File: config.mk
export PLATFORM = sky130hd
export DESIGN_NAME = uart_rx_word_buffer
export DESIGN_NICKNAME = d
export VERILOG_FILES = /design/src/rtl/uart_rx_word_buffer_pkg.sv /design/src/rtl/uart_rx_word_fifo.sv /design/src/rtl/uart_rx_word_buffer.sv
export SDC_FILE = /design/constraint.sdc
export NUM_CORES = 1
export LEC_CHECK = 0
export ABC_AREA = 1
export ABC_CLOCK_PERIOD_IN_PS = 5250
export CAP_MARGIN = 20
export CORE_UTILIZATION = 63
export CTS_BUF_LIST = sky130_fd_sc_hd__clkbuf_16
export CTS_CLUSTER_DIAMETER = 30
export DETAILED_ROUTE_END_ITERATION = 8
export PLACE_DENSITY = 0.81
export SLEW_MARGIN = 15
export SYNTH_ARGS = -nofsm -noshare
export SYNTH_HDL_FRONTEND = slang
export SYNTH_SLANG_ARGS = --single-unit
File: constraint.sdc
create_clock -name clk -period 5.25 [get_ports clk]
set_input_delay 0.525 -clock clk [delete_from_list [all_inputs] [get_ports clk]]
set_output_delay 0.525 -clock clk [all_outputs]
set_load 0.02 [all_outputs]
File: src/rtl/uart_rx_word_buffer_pkg.sv
// Shared types for the UART receive word buffer.
// Byte/word widths used by the assembler and the word FIFO.
package uart_rx_pkg;

    localparam int BYTES_PER_WORD = 4;

    typedef logic [7:0]  byte_t;
    typedef logic [31:0] word_t;

endpackage

File: src/rtl/uart_rx_word_fifo.sv
// First-word fall-through word FIFO with MSB-wrap pointers.
// Head is read combinationally; while empty it shows the last popped word.
module uart_rx_word_fifo
    import uart_rx_pkg::*;
#(
    parameter int DEPTH_LOG2 = 3
) (
    input  logic                  clk,
    input  logic                  reset,
    input  logic                  clear,
    input  logic                  push,
    input  logic                  pop,
    input  logic [31:0]           wdata,
    output logic [31:0]           rdata,
    output logic                  full,
    output logic                  empty,
    output logic [DEPTH_LOG2:0]   count
);

    localparam int DEPTH = 1 << DEPTH_LOG2;
    localparam logic [DEPTH_LOG2-1:0] IDX_ONE = 1;
    localparam logic [DEPTH_LOG2:0]   PTR_ONE = 1;

    word_t                 mem [DEPTH];
    logic [DEPTH_LOG2:0]   wr_ptr;
    logic [DEPTH_LOG2:0]   rd_ptr;
    logic [DEPTH_LOG2-1:0] wr_idx;
    logic [DEPTH_LOG2-1:0] rd_idx;
    logic [DEPTH_LOG2-1:0] out_idx;

    assign wr_idx = wr_ptr[DEPTH_LOG2-1:0];
    assign rd_idx = rd_ptr[DEPTH_LOG2-1:0];

    assign empty = (wr_ptr == rd_ptr);
    assign full  = (wr_ptr[DEPTH_LOG2] != rd_ptr[DEPTH_LOG2])
                && (wr_idx == rd_idx);
    assign count = wr_ptr - rd_ptr;

    // Looking one slot back while empty keeps the last word visible.
    assign out_idx = empty ? (rd_idx - IDX_ONE) : rd_idx;
    assign rdata   = mem[out_idx];

    always_ff @(posedge clk) begin
        if (reset || clear) begin
            wr_ptr <= '0;
            rd_ptr <= '0;
            for (int i = 0; i < DEPTH; i++) begin
                mem[i] <= '0;
            end
        end else begin
            if (push) begin
                mem[wr_idx] <= wdata;
                wr_ptr      <= wr_ptr + PTR_ONE;
            end
            if (pop) begin
                rd_ptr <= rd_ptr + PTR_ONE;
            end
        end
    end

endmodule

File: src/rtl/uart_rx_word_buffer.sv
// Packs UART bytes (first byte in MSB) into 32-bit words queued in a FIFO.
// Define UART_RX_OVERRUN_COUNT_EN to add the saturating overrun_count output.
module uart_rx_word_buffer
    import uart_rx_pkg::*;
#(
    parameter int DEPTH_LOG2 = 3
) (
    input  logic                  clk,
    input  logic                  reset,
    input  logic                  rx_valid,
    input  logic [7:0]            rx_byte,
    input  logic                  word_taken,
    input  logic                  flush,
    output logic                  input_ready,
    output logic [31:0]           input_data,
    output logic [DEPTH_LOG2:0]   word_count,
`ifdef UART_RX_OVERRUN_COUNT_EN
    output logic [15:0]           overrun_count,
`endif
    output logic                  overrun
);

    localparam logic [1:0] LAST_BYTE = 2'(BYTES_PER_WORD - 1);

    logic [1:0]  byte_cnt;
    logic [23:0] sh;
    word_t       word;
    logic        push_req;
    logic        push_ok;
    logic        pop_ok;
    logic        drop;
    logic        full;
    logic        empty;

    assign word     = {sh, rx_byte};
    assign push_req = rx_valid && (byte_cnt == LAST_BYTE) && !flush;
    assign pop_ok   = word_taken && !empty && !flush;
    // A full FIFO still accepts the word when the head leaves this cycle.
    assign push_ok  = push_req && (!full || pop_ok);
    assign drop     = push_req && !push_ok;

    assign input_ready = !empty;

    uart_rx_word_fifo #(
        .DEPTH_LOG2 (DEPTH_LOG2)
    ) u_fifo (
        .clk   (clk),
        .reset (reset),
        .clear (flush),
        .push  (push_ok),
        .pop   (pop_ok),
        .wdata (word),
        .rdata (input_data),
        .full  (full),
        .empty (empty),
        .count (word_count)
    );

    always_ff @(posedge clk) begin
        if (reset || flush) begin
            byte_cnt <= '0;
            sh       <= '0;
            overrun  <= 1'b0;
        end else begin
            if (rx_valid) begin
                if (byte_cnt == LAST_BYTE) begin
                    byte_cnt <= '0;
                end else begin
                    byte_cnt <= byte_cnt + 2'd1;
                    sh       <= {sh[15:0], rx_byte};
                end
            end
            if (drop) begin
                overrun <= 1'b1;
            end
        end
    end

`ifdef UART_RX_OVERRUN_COUNT_EN
    always_ff @(posedge clk) begin
        if (reset || flush) begin
            overrun_count <= '0;
        end else if (drop && (overrun_count != 16'hffff)) begin
            overrun_count <= overrun_count + 16'd1;
        end
    end
`endif

endmodule

==> flow_summary.json, run 1 <==
{
  "critPathLaunchType": "flip-flop",
  "ys_ff_latch": 291,
  "synthSimpleGateAreaFrac": 0.268,
  "clk_path_buf_depth": 3,
  "antenna_cells": 0,
  "synth-xor-area-share": 0.00355,
  "wl_microns": 37600,
  "hold_path_class": "reg2reg",
  "drt_iter0_markers": 1300,
  "synth_top_area_cell": "edfxtp_1",
  "tightest_slew_ns": 1.15,
  "synthCells": 1639,
  "required_ns": 4.72,
  "grt_pass1_vias": 11300,
  "grt_use_total": 0.326,
  "place.gp.congestion": 0.833,
  "layout-area-overhead-vs-synth_pct": 14.6,
  "slew_headroom": 0.231,
  "top_layer": "met4",
  "layout_common_cells": "nand3_1 (295), inv_1 (284), nand2_1 (273)",
  "postCtsSetupBuffers": 0,
  "drc": 0,
  "cts_hold_buf": 0,
  "initial_core_util": 0.640,
  "fp.dieH_microns": 153,
  "ios": 51,
  "cts-root-buf": "clkbuf_16",
  "num-nets-final": 1680,
  "skew_ns": 0.0216,
  "clock_latency_ns": 0.55,
  "route.met3.wl_microns": 3770,
  "fmax_ghz": 0.211,
  "grt_antenna_before_repair": 0,
  "syn_area_sq_um": 14400,
  "setup_viol_count_final": 0,
  "core_area_sq_um": 22600,
  "critPathKind": "reg2out",
  "postSynthAreaPerCell_sq_um": 8.81,
  "synth_top_area_share": 0.532,
  "holdWs_ns": 0.450,
  "max_cap_violations": 0,
  "status": "finished clean",
  "period_share": 0.902,
  "fp.dieW_microns": 153,
  "numCtsBuffers": 47,
  "synth_fa_ha_area_frac": 0.00745,
  "ys_seq_area_frac": 0.581,
  "pwr_density_cell_nw_per_um2": 364,
  "path_clk_slew_ns": 0.05,
  "tns_ns": 0,
  "yosysWarnings": 0,
  "synth_cell_types": 34,
  "cts_resized": 0,
  "synth_top_family_by_area": "simple AND/OR/NAND/NOR gates",
  "worst-path-max-fanout": 46,
  "final-hold-violation-count": 0,
  "layout_commonest_cell": "nand3_1",
  "rsz0062_at_grt": "false",
  "grt.overflow.total": 0,
  "dp_hpwl_microns": 19400,
  "grt_pass1_wl_microns": 58900,
  "synth_fp_nets": 1660,
  "period_needed_ns": 4.74,
  "synth.area.mux_share": 0,
  "firstDrtPassIters": 8,
  "die_area_sq_um": 23500,
  "met1Wirelength_microns": 13900,
  "rows": 55,
  "ir_drop_mv": 0.254,
  "io_buffers": 50,
  "crit_path_end_kind": "output pin",
  "h-tree-depth": 2,
  "slew_violations": 0,
  "cts_tree": "done",
  "synth_area_leaders": "edfxtp_1 (53%), nand3_1 (10%), nand2_1 (7.3%)",
  "vias_per_cell": 5.80,
  "arrival_ns": 4.21,
  "route.antenna.remaining_nets": 0,
  "p_leak_nw": 7.02,
  "drive_gt1_frac": 0.0789,
  "synth_compound_gate_area_share": 0.0213,
  "cts_sinks": 291,
  "fill_cells": 1557,
  "routedWlPerCell_microns": 19.0,
  "wl_met2_microns": 18700,
  "vias": 11500,
  "grt_start_max_net_pins": 97
}
[per-layer routing]
| layer | GRT usage | vias to the layer above |
|---|---|---|
| li1 | - | 5260 |
| met1 | 0.412 | 5417 |
| met2 | 0.564 | 715 |
| met3 | 0.0493 | 109 |
| met4 | 0.132 | 0 |
| met5 | 0 | - |
[flip-flops by register name, indices dropped and copies added, names as in the netlist]
signal / cells
byte_cnt: 2
overrun: 1
sh: 24
u_fifo.mem: 256
u_fifo.rd_ptr: 4
u_fifo.wr_ptr: 4
[where the power goes]
part,internal [mW],switching (mW),total [mW],leakage [nW]
Combinational,0.0821,0.185,0.267,3.12
Clock,1.96,1.16,3.12,0.792
Sequential,2.61,0.0281,2.64,3.12
[cell usage after synthesis]
cell type and instances:
a211oi_1 1, a21oi_1 31, buf_2 56, buf_4 20
buf_6 7, clkbuf_1 15, clkinv_1 24, dfxtp_1 35
edfxtp_1 256, fa_1 1, ha_1 7, inv_1 280
inv_2 4, nand2_1 281, nand2_2 3, nand2_4 2
nand2_8 1, nand3_1 296, nand3_2 1, nand3_4 2
nand3b_1 1, nand4_1 3, nand4_4 6, nor2_1 264
nor2_2 1, nor2_4 1, nor2_8 1, nor3_1 2
nor3_2 2, nor3b_1 1, o21ai_0 29, xnor2_1 1
xor2_1 3, xor2_2 1
[final timing paths]
kind / from / endpoint / slack [ns] / cells past startpoint
min: overrun$_SDFFE_PP0P_ / overrun$_SDFFE_PP0P_ / 0.45 / 2
max: u_fifo.wr_ptr[0]$_SDFFE_PP0N_ / input_data[15] / 0.51 / 13
max reg2reg: u_fifo.wr_ptr[0]$_SDFFE_PP0N_ / u_fifo.mem[0][28]$_SDFFCE_PN0P_ / 1.07 / 9
min reg2reg: overrun$_SDFFE_PP0P_ / overrun$_SDFFE_PP0P_ / 0.45 / 2
[worst max-delay path, cell delays in order (launching register included)]
cell	delay, ns
dfxtp_1	0.52
inv_1	0.27
ha_1	0.34
inv_1	0.09
nor2_8	0.22
nand2_8	0.10
nand2_2	0.39
buf_4	0.57
nand3_1	0.18
nand3_1	0.16
nand2_1	0.08
nand2_1	0.06
nand2_1	0.12
clkdlybuf4s50_1	0.56
[logic make-up after synthesis]
| kind of cell | count (synthesis) |
|---|---|
| simple gates | 868 |
| buf+inv | 406 |
| flops | 291 |
| compound gates | 61 |
| fa+ha+maj | 8 |
| xor+xnor | 5 |
[final cells by class]
cell class,instances,area [sq um],share of cell area
Clock buffer,47,1180,0.0711
Clock inverter,41,430,0.0260
Inverter,308,1160,0.0699
Multi-Input combinational cell,942,4380,0.265
Sequential cell,291,8390,0.507
Tap cell,285,357,0.0216
Timing Repair Buffer,69,656,0.0396
[through the flow]
stage	cells	power (mW)	util	instance area (sq um)	setup WS, ns
after global placement	1895	2.93	0.662	14900	1.26
after global routing	1983	6.15	0.733	16500	0.357
final	1983	6.02	0.733	16500	0.512
after floorplan	1639	2.84	-	14400	1.99
after CTS	1983	6.01	0.733	16500	0.548
after detailed placement	1895	2.94	0.662	14900	1.18
No activity file was read; power rests on OpenSTA's default activity.
==> run 2, diff against run 1 <==
--- a/config.mk
+++ b/config.mk
@@ -11,7 +11,9 @@
 export CORE_UTILIZATION = 63
 export CTS_BUF_LIST = sky130_fd_sc_hd__clkbuf_16
 export CTS_CLUSTER_DIAMETER = 30
+export CTS_CLUSTER_SIZE = 14
 export DETAILED_ROUTE_END_ITERATION = 8
+export HOLD_SLACK_MARGIN = 0.05
 export PLACE_DENSITY = 0.81
 export SLEW_MARGIN = 15
 export SYNTH_ARGS = -nofsm -noshare
==> flow_summary.json, run 2 (synthesis gave the netlist of run 1 again) <==
{
  "die_area_sq_um": 23500,
  "slew_violations": 0,
  "slew_headroom": 0.233,
  "ir_drop_mv": 0.252,
  "place.gp.congestion": 0.833,
  "route.antenna.remaining_nets": 0,
  "vias_per_cell": 5.78,
  "io_buffers": 50,
  "p_leak_nw": 7.01,
  "core_area_sq_um": 22600,
  "fmax_ghz": 0.214,
  "critPathKind": "reg2out",
  "routedWlPerCell_microns": 18.9,
  "cts_tree": "done",
  "drive_gt1_frac": 0.0789,
  "combPwrFrac": 0.045,
  "rows": 55,
  "switchingPower_mw": 1.37,
  "final-hold-violation-count": 0,
  "vias": 11500,
  "hold_path_class": "reg2reg",
  "critPathLaunchType": "flip-flop",
  "intPower_mw": 4.61,
  "worst-path-max-fanout": 46,
  "num-nets-final": 1680,
  "h-tree-depth": 2,
  "p_sw_frac": 0.230,
  "tns_ns": 0,
  "drc": 0,
  "clock_latency_ns": 0.55,
  "fp.dieH_microns": 153,
  "path_clk_slew_ns": 0.05,
  "grt_pass1_wl_microns": 59100,
  "cts_hold_buf": 0,
  "initial_core_util": 0.640,
  "fp.dieW_microns": 153,
  "wl_microns": 37500,
  "skew_ns": 0.0251,
  "drt_iter0_markers": 1286,
  "holdWs_ns": 0.450,
  "grt_start_max_net_pins": 97,
  "grt.overflow.total": 0,
  "numCtsBuffers": 47,
  "ios": 51,
  "period_share": 0.892,
  "layout-area-overhead-vs-synth_pct": 14.4,
  "reg_top3": "u_fifo.mem x256, sh x24",
  "pwr-share-clk": 0.515,
  "firstDrtPassIters": 5,
  "postCtsSetupBuffers": 0,
  "placedCellCount": 1895,
  "regMostFlops": "u_fifo.mem",
  "grt_use_total": 0.327,
  "status": "finished clean",
  "crit_path_end_kind": "output pin",
  "cts-root-buf": "clkbuf_16",
  "min_path_cells": 2,
  "largest_reg_flops": 256,
  "reg2reg_setup_slack_ns": 1.13,
  "fill_cells": 1559,
  "grt_pass1_vias": 11400,
  "cts_resized": 0,
  "final_cells": 1983,
  "dp_hpwl_microns": 19400,
  "max_cap_violations": 0,
  "tightest_slew_ns": 1.15,
  "required_ns": 4.72,
  "layout_common_cells": "nand3_1 (295), inv_1 (283), nand2_1 (273)",
  "rsz0062_at_grt": "false",
  "setup_viol_count_final": 0,
  "antenna_cells": 0,
  "period_needed_ns": 4.68,
  "seq_power_share": 0.441,
  "grt_antenna_before_repair": 0,
  "rr_worst_depth": 9,
  "clk_path_buf_depth": 3,
  "layout_commonest_cell": "nand3_1",
  "arrival_ns": 4.16,
  "pwr_density_cell_nw_per_um2": 362,
  "cts_sinks": 291
}
run 2: changes by cell type in the layout (fill, tap and decap cells not counted), sizes merged:
cell and change:
clkinv +1, clkinvlp +1, bufinv -1, inv -1
run 2: worst paths after layout:
| path | start | end |
|---|---|---|
| worst max register to register | u_fifo.wr_ptr[0]$_SDFFE_PP0N_ | u_fifo.mem[1][2]$_SDFFCE_PN0P_ |
| worst max-delay path | u_fifo.wr_ptr[0]$_SDFFE_PP0N_ | input_data[3] |
| worst min-delay path | overrun$_SDFFE_PP0P_ | overrun$_SDFFE_PP0P_ |
| worst min register to register | overrun$_SDFFE_PP0P_ | overrun$_SDFFE_PP0P_ |
run 2: layout make-up:
type                            count  area, sq um  area share
Inverter                          308         1160      0.0700
Clock buffer                       47         1180      0.0712
Clock inverter                     41          408      0.0247
Sequential cell                   291         8390       0.508
Tap cell                          285          357      0.0216
Timing Repair Buffer               69          656      0.0397
Multi-Input combinational cell    942         4380       0.265
run 2: layer usage:
layer / vias to the layer above / GRT usage / wire (microns)
met2: 680 / 0.559 / 18400
met1: 5384 / 0.411 / 14000
met5: - / 0 / 0
met3: 125 / 0.0553 / 3750
met4: 0 / 0.146 / 1420
li1: 5266 / - / -
run 2: through the flow:
stage / area (sq um) / total power, mW / utilization / worst slack, ns
2_1_floorplan: 14400 / 2.84 / - / 1.99
3_3_place_gp: 14900 / 2.93 / 0.662 / 1.26
3_5_place_dp: 14900 / 2.94 / 0.662 / 1.18
4_1_cts: 16500 / 5.97 / 0.732 / 0.588
5_1_grt: 16500 / 6.11 / 0.732 / 0.330
6_report: 16500 / 5.98 / 0.732 / 0.567
run 2: worst max-delay path, stage by stage (launching register included):
cell             delay (ns)
dfxtp_1                0.51
inv_1                  0.26
ha_1                   0.34
inv_1                  0.10
nor2_8                 0.22
nand3_2                0.45
buf_4                  0.51
nand3_1                0.16
nand3_1                0.17
nand2_1                0.14
nand2_1                0.05
nand2_1                0.10
clkdlybuf4s50_1        0.60
run 2: power by group through the flow:
stage / combinational, mW / clock (mW) / sequential, mW
4_1_cts: 0.267 / 3.07 / 2.63
3_5_place_dp: 0.262 / 0 / 2.68
5_1_grt: 0.295 / 3.17 / 2.64
2_1_floorplan: 0.165 / 0 / 2.67
6_report: 0.268 / 3.08 / 2.64
3_3_place_gp: 0.255 / 0 / 2.67
==> run 3, diff against run 2 <==
--- a/config.mk
+++ b/config.mk
@@ -8,6 +8,7 @@
 export ABC_AREA = 1
 export ABC_CLOCK_PERIOD_IN_PS = 5250
 export CAP_MARGIN = 20
+export CORE_MARGIN = 3
 export CORE_UTILIZATION = 63
 export CTS_BUF_LIST = sky130_fd_sc_hd__clkbuf_16
 export CTS_CLUSTER_DIAMETER = 30
@@ -15,6 +16,7 @@
 export DETAILED_ROUTE_END_ITERATION = 8
 export HOLD_SLACK_MARGIN = 0.05
 export PLACE_DENSITY = 0.81
+export SKIP_CTS_REPAIR_TIMING = 1
 export SLEW_MARGIN = 15
 export SYNTH_ARGS = -nofsm -noshare
 export SYNTH_HDL_FRONTEND = slang
==> flow_summary.json, run 3 (synthesis gave the netlist of run 1 again) <==
{
  "layout-area-overhead-vs-synth_pct": 15.6,
  "required_ns": 4.72,
  "numCtsBuffers": 53,
  "grtUsageMet2": 0.525,
  "clock_latency_ns": 0.56,
  "antenna_cells": 0,
  "place.gp.congestion": 0.849,
  "slew_violations": 0,
  "routedWlPerCell_microns": 19.8,
  "period_share": 0.903,
  "die_area_sq_um": 24800,
  "largest_reg_flops": 256,
  "arrival_ns": 4.21,
  "slowest_stage": "buf_4",
  "crit_path_end_kind": "output pin",
  "pre_cts_slack_ns": 1.13,
  "drc": 0,
  "setup_viol_count_final": 0,
  "ir_drop_mv": 0.285,
  "cp_slowest_stage_delay_ns": 0.70,
  "tightest_slew_ns": 1.16,
  "cts_sinks": 291,
  "grt.overflow.total": 0,
  "firstDrtPassIters": 6,
  "drt_iter0_markers": 1504,
  "tns_ns": 0,
  "worstPathCellList": "inv_1 > ha_1 > inv_1 > nor2_8 > nand3_1 > nand2_2 > buf_4 > nand3_1 > nand2_1 > nand2_1 > nand2_1 > clkdlybuf4s50_1",
  "h-tree-depth": 2,
  "core_area_sq_um": 22200,
  "grt_antenna_before_repair": 0,
  "period_needed_ns": 4.74,
  "fp.dieH_microns": 157,
  "fmax_ghz": 0.211,
  "gr-max-usage-layer": "met2",
  "critPathLaunchType": "flip-flop",
  "worst_path_dominant_cell_family": "buffers and inverters",
  "clk_path_buf_depth": 3,
  "regMostFlops": "u_fifo.mem",
  "layout_commonest_cell": "nand3_1",
  "p_leak_nw": 7.12,
  "wl_microns": 39300,
  "final-hold-violation-count": 0,
  "rsz0062_at_grt": "false",
  "initial_core_util": 0.652,
  "io_buffers": 50,
  "grt_pass1_wl_microns": 61600,
  "skew_ns": 0.0217,
  "num-nets-final": 1687,
  "fp.dieW_microns": 157,
  "reg_top3": "u_fifo.mem x256, sh x24",
  "crit_path_frequent_cell": "nand2_1",
  "setup_ws_ns": 0.512,
  "slew_headroom": 0.226,
  "dp_hpwl_microns": 20600,
  "cts-root-buf": "clkbuf_16",
  "hold_path_class": "reg2reg",
  "max_cap_violations": 0,
  "vias": 11700,
  "grtUsageMet3": 0.0624,
  "grt_util_met1": 0.420,
  "worst-path-max-fanout": 64,
  "pwr_density_cell_nw_per_um2": 375,
  "grt_start_max_net_pins": 65,
  "critPathKind": "reg2out",
  "path_clk_slew_ns": 0.05,
  "layout_common_cells": "nand3_1 (295), inv_1 (289), nand2_1 (273)",
  "rows": 54,
  "drive_gt1_frac": 0.0807,
  "grt_use_total": 0.322,
  "worst-path-buf-inv": 4,
  "route.antenna.remaining_nets": 0,
  "status": "finished clean",
  "grt_pass1_vias": 11500,
  "cts_tree": "done",
  "vias_per_cell": 5.90,
  "ios": 51
}
==> run 3: power breakdown <==
part | leakage (nW) | total [mW] | internal (mW) | switching [mW]
registers | 3.12 | 2.64 | 2.61 | 0.0298
clock network | 0.885 | 3.34 | 2.16 | 1.18
logic | 3.12 | 0.273 | 0.0817 | 0.192
total | 7.12 | 6.25 | 4.86 | 1.40
==> run 3: final timing paths <==
check,depth (start not counted),slack (ns),endpoint,from
max,12,0.51,input_data[17],u_fifo.wr_ptr[0]$_SDFFE_PP0N_
max reg2reg,9,1.06,u_fifo.mem[2][12]$_SDFFCE_PN0P_,u_fifo.wr_ptr[0]$_SDFFE_PP0N_
min reg2reg,2,0.46,overrun$_SDFFE_PP0P_,overrun$_SDFFE_PP0P_
min,2,0.46,overrun$_SDFFE_PP0P_,overrun$_SDFFE_PP0P_
==> run 3: tightest hold or removal path, stage by stage (launching register included) <==
cell     delay [ns]
dfxtp_1        0.31
inv_1          0.05
a21oi_1        0.06
==> run 3: metal layers <==
layer  up-vias  wire length (microns)
met5         -                      0
met4         0                   1490
met3       137                   4960
met2       840                  18800
met1      5470                  14000
li1       5284                      -
==> run 3: area by class of cell <==
class	instances	area [sq um]
inverter	308	1160
multi-input combinational	942	4380
clock buffer	54	1350
clock inverter	44	400
sequential	291	8390
timing repair buffer	70	663
fill	1450	5470
tap	280	350
==> run 3: metrics by stage <==
stage	power [mW]	utilization	instance area, sq um	std cells	hold WS (ns)
6_report	6.25	0.753	16700	1989	0.462
5_1_grt	6.40	0.753	16700	1989	0.467
4_1_cts	6.24	0.753	16700	1989	0.453
3_5_place_dp	2.95	0.674	14900	1891	0.443
3_3_place_gp	2.93	0.674	14900	1891	0.439
2_1_floorplan	2.84	-	14400	1639	0.443
